## src/rtl/mem_bus_arbiter.sv

```systemverilog
// Round-robin arbiter sharing one synchronous unified memory between several
// bus masters. It runs one transaction at a time and returns a per-master Done pulse.
module mem_bus_arbiter #(
  parameter int BusWidth    = 32,
  parameter int NUM_MASTERS = 2,
  localparam int ID_W       = $clog2(NUM_MASTERS)
) (
  input  logic                            CLK,
  input  logic                            RESET,
  input  logic [NUM_MASTERS-1:0]          Req,
  input  logic [NUM_MASTERS-1:0]          WE,
  input  logic [NUM_MASTERS*BusWidth-1:0] Addr,
  input  logic [NUM_MASTERS*BusWidth-1:0] WData,
  output logic [NUM_MASTERS-1:0]          Done,
  output logic [BusWidth-1:0]             RData,
  output logic [ID_W-1:0]                 Owner,
  output logic                            Busy,
  output logic                            MemWrite,
  output logic [BusWidth-1:0]             Address,
  output logic [BusWidth-1:0]             WriteData,
  input  logic [BusWidth-1:0]             ReadData,
  output logic [1:0]                      dbg_state
);

  // Handshake: a master holds Req, WE, Addr and WData steady until it sees
  // its Done bit, then drops Req on the edge that ends the Done cycle.
  // Inputs are latched at grant, so later changes are ignored. Req still
  // high in the following IDLE cycle counts as a new request.
  typedef enum logic [1:0] {
    IDLE   = 2'd0,
    ACCESS = 2'd1,
    RDWAIT = 2'd2,
    DONE   = 2'd3
  } state_t;

  state_t          state;
  logic            any_req;
  logic [ID_W-1:0] winner;
  logic [ID_W-1:0] cand;

  assign dbg_state = state;

  // Owner doubles as the round-robin pointer. Scanning downward lets the
  // candidate nearest to Owner+1 be assigned last, so it wins.
  always_comb begin
    any_req = 1'b0;
    winner  = Owner;
    cand    = Owner;
    for (int k = NUM_MASTERS; k >= 1; k--) begin
      cand = ID_W'((int'(Owner) + k) % NUM_MASTERS);
      if (Req[cand]) begin
        any_req = 1'b1;
        winner  = cand;
      end
    end
  end

  always_ff @(posedge CLK) begin
    if (RESET) begin
      state     <= IDLE;
      Done      <= '0;
      RData     <= '0;
      Owner     <= ID_W'(NUM_MASTERS - 1);
      Busy      <= 1'b0;
      MemWrite  <= 1'b0;
      Address   <= '0;
      WriteData <= '0;
    end else begin
      Done <= '0;
      case (state)
        IDLE: begin
          if (any_req) begin
            state     <= ACCESS;
            Busy      <= 1'b1;
            Owner     <= winner;
            MemWrite  <= WE[winner];
            Address   <= Addr[int'(winner)*BusWidth +: BusWidth];
            WriteData <= WData[int'(winner)*BusWidth +: BusWidth];
          end
        end
        ACCESS: begin
          // MemWrite still carries the latched WE during this cycle.
          MemWrite <= 1'b0;
          if (MemWrite) begin
            state       <= DONE;
            Done[Owner] <= 1'b1;
          end else begin
            state <= RDWAIT;
          end
        end
        RDWAIT: begin
          RData       <= ReadData;
          Done[Owner] <= 1'b1;
          state       <= DONE;
        end
        DONE: begin
          state <= IDLE;
          Busy  <= 1'b0;
        end
        default: state <= IDLE;
      endcase
    end
  end

  always @(posedge CLK) begin
    if (!RESET) assert (!$isunknown(Req));
  end

endmodule

```

## config.mk

```make
export PLATFORM = sky130hd
export DESIGN_NAME = mem_bus_arbiter
export DESIGN_NICKNAME = d
export VERILOG_FILES = /design/src/rtl/mem_bus_arbiter.sv
export SDC_FILE = /design/constraint.sdc
export NUM_CORES = 1
export LEC_CHECK = 0
export ABC_AREA = 1
export CAP_MARGIN = 20
export CORE_MARGIN = 8
export CORE_UTILIZATION = 40
export DETAILED_ROUTE_END_ITERATION = 8
export PLACE_DENSITY = 0.79
export SLEW_MARGIN = 20
export SYNTH_ARGS = -nofsm -noshare
export SYNTH_HDL_FRONTEND = slang
export SYNTH_SLANG_ARGS = --single-unit
```

## constraint.sdc

```tcl
create_clock -name CLK -period 2.2 [get_ports CLK]
set_clock_uncertainty 0.1 [all_clocks]
set_input_delay 0.44 -clock CLK [delete_from_list [all_inputs] [get_ports CLK]]
set_output_delay 0.44 -clock CLK [all_outputs]
set_load 0.02 [all_outputs]
```

=== Word level (Yosys, flattened, before mapping) ===
Index checks and enable logic that the tools add are counted.

* Register bits: 103
* Bits in latches: 0
* Memory bits (writable): 0
* Bits in read-only memories: 0
* Input bits: 166
* Output and inout bits: 103
* Word-level logic and storage cells: 49
* Memories: 0

* $add $sub $neg: 2
* $mul: 0
* Div/mod/pow operators: 0
* Magnitude comparators: 5
* Eq/ne operators: 4
* Shifts and indexed selects: 2
* Mux-type cells: 21
* Bitwise operators: 0
* Reduce and logical (&&, ||, !) cells: 7

{| class="wikitable"
|+ Operators with widths
! kind !! number
|-
| variable part select 64 x 7 -> 32 bit || 2
|-
| 2-to-1 mux 1 bit || 14
|-
| < comparator 1 x 2 -> 1 bit, second input constant || 4
|-
| one-hot mux 2 bit (4 select lines) || 1
|-
| AND reduction 2 bit || 3
|-
| == test 2 bit, second input constant || 2
|-
| 2-to-1 mux 2 bit || 2
|-
| one-hot mux 1 bit (2 select lines) || 2
|-
| one-hot mux 2 bit (2 select lines) || 1
|-
| nonzero test 2 bit || 2
|-
| adder 1 bit, second input constant || 2
|-
| == test 2 x 1 -> 1 bit, second input constant || 1
|-
| zero test 2 bit || 1
|-
| != test 2 bit, second input constant || 1
|-
| demux 1 bit (select 1 bit) || 1
|-
| >= comparator 1 bit, second input constant || 1
|-
| logical AND 1 bit || 1
|}

=== Longest topological paths before layout ===
* Word-level depth: 9
* Depth in mapped cells: 9
* Depth with buffers taken out: 7

=== Least setup slack after synthesis ===
Ideal clock, no wire load.

* Kind: register to register
* Start: register state[0], in the netlist dbg_state[0]
* End: register Address[0]
* Setup time: 109 ps
* Arrival: 1499 ps
* Required time: 1991 ps
* Slack: 492 ps
* Cell stages (with the launch flop): 9
* Path buffers: 2
* Clock period less this slack: 1708 ps
* Path through: dfxtp_1 -> inv_1 -> ha_1 -> o21ai_1 -> buf_2 -> buf_2 -> a21oi_1 -> nand2_1 -> inv_1

* Cells in the longest elaborated chain, start to end: 2

{| class="wikitable"
|+ RTL lines
! element !! RTL line !! text
|-
| start: declaration || 36 || <nowiki>state_t state;</nowiki>
|-
| start signal: assignment || 60 || <nowiki>state <= IDLE;</nowiki>
|-
| start signal: assignment || 73 || <nowiki>state <= ACCESS;</nowiki>
|-
| start signal: assignment || 85 || <nowiki>state <= DONE;</nowiki>
|-
| zero test 2 bit || 70 || <nowiki>case (state)</nowiki>
|-
| AND reduction 2 bit (no source line) || n/a ||
|-
| end signal: assignment || 77 || <nowiki>Address <= Addr[int'(winner)*BusWidth +: BusWidth];</nowiki>
|-
| end: declaration || 19 || <nowiki>output logic [BusWidth-1:0] Address,</nowiki>
|}

Every way passes these cells.
A chain may end at the register's enable or synchronous reset.

=== Worst setup path after layout ===
* Start: register Owner
* End: output Owner

{| class="wikitable"
|+ RTL lines
! element !! RTL line !! text
|-
| start: declaration || 16 || <nowiki>output logic [ID_W-1:0] Owner,</nowiki>
|-
| start signal: assignment || 63 || <nowiki>Owner <= ID_W'(NUM_MASTERS - 1);</nowiki>
|-
| start signal: assignment || 75 || <nowiki>Owner <= winner;</nowiki>
|}

No word-level cell between the ends.

==> impl_metrics.py <==
metrics = {
    "run_status": {
        "status": "finished, final reports clean",
    },
    "timing": {
        "final.min_clock_period_ns": 2.09,
        "whs_ns": 0.396,
        "setup_violations": 0,
        "worst_slew_pin_slew_ns": 0.854,
        "max_freq_mhz": 480,
        "rsz0062_at_grt": "no",
        "final.setup.worst_slack_ns": 0.115,
        "fin_setup_tns_ns": 0,
        "maxSlewViolCount": 0,
        "slew_headroom_pct": 42.7,
        "fin_crit_sh_pct": 94.8,
        "finalHoldViolCount": 0,
    },
    "clock_tree": {
        "clockBufferDepth": 2,
        "cts_buffers": 9,
        "cts-resized-gates": 0,
        "cts_hold_buffers": 0,
        "cts_tree": "done",
        "cts_sinks": 103,
        "clk_pin_slew_ns": 0.08,
        "cts_setup_buffers": 0,
        "cts_root_buf": "clkbuf_16",
        "clock_latency_ns": 0.35,
        "cts_htree_levels": 3,
    },
    "routing": {
        "wl_per_cell_um": 15.8,
        "drt_first_pass_iters": 5,
        "wirelength_um": 18600,
        "vias": 5672,
        "post-route-drc-count": 0,
        "antenna_left": 0,
        "drtIter0Drc": 442,
        "via_per_inst": 4.84,
    },
    "logic_synthesis": {
        "synthesis.nets": 929,
        "yosys.area_share.adder_pct": 1.49,
        "ys_warn_count": 0,
        "yosys.area_share.simple_pct": 30.9,
        "synth_top_family_by_area": "simple AND/OR/NAND/NOR gates",
        "synthMuxAreaShare_pct": 0,
        "synth_seq_area_share_pct": 40.9,
        "mappedNetlistArea_um2": 5040,
        "synth-seq-cells": 103,
        "ys_types": 21,
        "synth-compound-area-share_pct": 10.4,
        "syn_avg_cell_area_um2": 6.66,
        "synth_xor_area_share_pct": 0,
        "syn-instance-count": 757,
    },
    "place": {
        "dp_hpwl_um": 13700,
        "numPortBuffers": 268,
        "dp_cells": 1158,
        "place_area_um2": 7920,
        "dp_slack_ns": 0.109,
        "routabilityCongestion": 0.846,
    },
    "worst_setup_path": {
        "cp.required_ns": 1.66,
        "cp_max_fo": 6,
        "critPathMaxStageDelay_ns": 0.69,
        "path_buf_inv": 1,
        "crit_slowest_cell": "clkdlybuf4s50_1",
        "cp_top_family": "buffers and inverters",
        "path_cells": "clkdlybuf4s50_1",
        "worstSetupPathType": "reg -> out",
        "worstSetupEndpointType": "primary output",
        "critical_path_arrival_ns": 1.55,
        "crit_path_start_kind": "register",
    },
    "layout": {
        "utilization_pct": 65.8,
        "final_common_cell": "clkdlybuf4s50_1",
        "drive_gt1_share_pct": 4.20,
        "finalNonFillerCells": 1173,
        "nets": 1169,
        "fin_area_um2": 8200,
        "area_delta_synth_final_pct": 62.7,
        "antenna_cells": 0,
        "layout_common_cells": "clkdlybuf4s50_1 (267), nand3_1 (195), inv_1 (137)",
    },
    "power_and_ir_drop": {
        "vdd_drop_max_uv": 660,
        "power.total_mw": 10.1,
        "p_leak_nw": 3.79,
        "powerDensity_nw_per_um2": 1230,
    },
    "min_path": {
        "min_path_type": "reg -> reg",
    },
    "floorplanning": {
        "die_h_um": 128,
        "dieArea_um2": 16400,
        "num_rows": 41,
        "num_io_pins": 269,
        "die_x_um": 128,
        "coreArea_um2": 12500,
        "initial_core_util_pct": 40.4,
    },
    "global_route": {
        "grt_usage_pct": 21.9,
        "grt_pass1_vias": 5621,
        "grt_pass1_wl_um": 28800,
        "grt_remaining_overflow": 0,
        "antenna_found_initial": 0,
        "grt_max_degree": 67,
    },
    "run": {
        "drv_cap": 0,
    },
}
path summary, 6_finish.rpt:
kind	cells after the start	slack [ns]	startpoint	endpoint
worst max-delay path	1	0.11	Owner$_SDFFE_PP1P_	Owner
worst min register to register	2	0.40	Busy$_SDFFE_PP0P_	Busy$_SDFFE_PP0P_
worst min-delay path	2	0.40	Busy$_SDFFE_PP0P_	Busy$_SDFFE_PP0P_
worst max register to register	6	0.43	dbg_state[0]$_SDFFE_PP0P_	RData[30]$_SDFFE_PP0N_
synth_stat cells:
cell type,number,area [µm²]
o211ai_1,1,7.51
nand3_1,195,976
nand2_2,1,6.26
inv_2,1,3.75
ha_1,6,75.1
a21oi_1,68,340
o21bai_1,1,7.51
o21ai_0,33,165
nor4_1,1,6.26
dfxtp_1,103,2060
nor2_4,1,11.3
nor2_1,70,263
o21ai_1,1,5.00
buf_6,2,22.5
buf_1,4,15.0
buf_2,27,135
clkinv_1,1,3.75
nand2_1,79,297
buf_4,8,60.1
inv_1,137,514
clkbuf_1,17,63.8
sequential cells by signal (all words and copies together) (netlist names):
register / cells
WriteData: 32
Address: 32
RData: 32
Busy: 1
Done: 2
MemWrite: 1
Owner: 1
dbg_state: 2
kinds of logic (layout without fill, tap and decap cells):
| logic type | Yosys count | count (layout) |
|---|---|---|
| flops | 103 | 103 |
| buf+inv | 197 | 441 |
| simple gates | 347 | 347 |
| fa+ha+maj | 6 | 6 |
| compound gates | 104 | 104 |
metal layers:
metal / wire length [µm] / track usage (%)
met4: 445 / 8.81
met3: 2380 / 10.1
met5: 0 / 0
met1: 7010 / 23.7
met2: 8740 / 36.4
report_power, final:
| part | switching (mW) | internal (mW) | leakage (nW) |
|---|---|---|---|
| Sequential | 0.382 | 2.57 | 0.852 |
| Clock | 0.756 | 0.780 | 0.130 |
| Combinational | 3.15 | 2.47 | 2.81 |
| Total | 4.29 | 5.83 | 3.79 |
final cells by class:
class / count / area [µm²]
clock inverter: 6 / 52.6
tap: 172 / 215
multi-input combinational: 457 / 2180
fill: 1099 / 4270
timing repair buffer: 287 / 2950
clock buffer: 9 / 225
sequential: 103 / 2060
inverter: 139 / 522
worst min-delay path, stage by stage, from the launching register on:
cell	delay, ns
dfxtp_1	0.32
nor2_1	0.09
nor2_1	0.05
(Power assumes the default switching activity.)
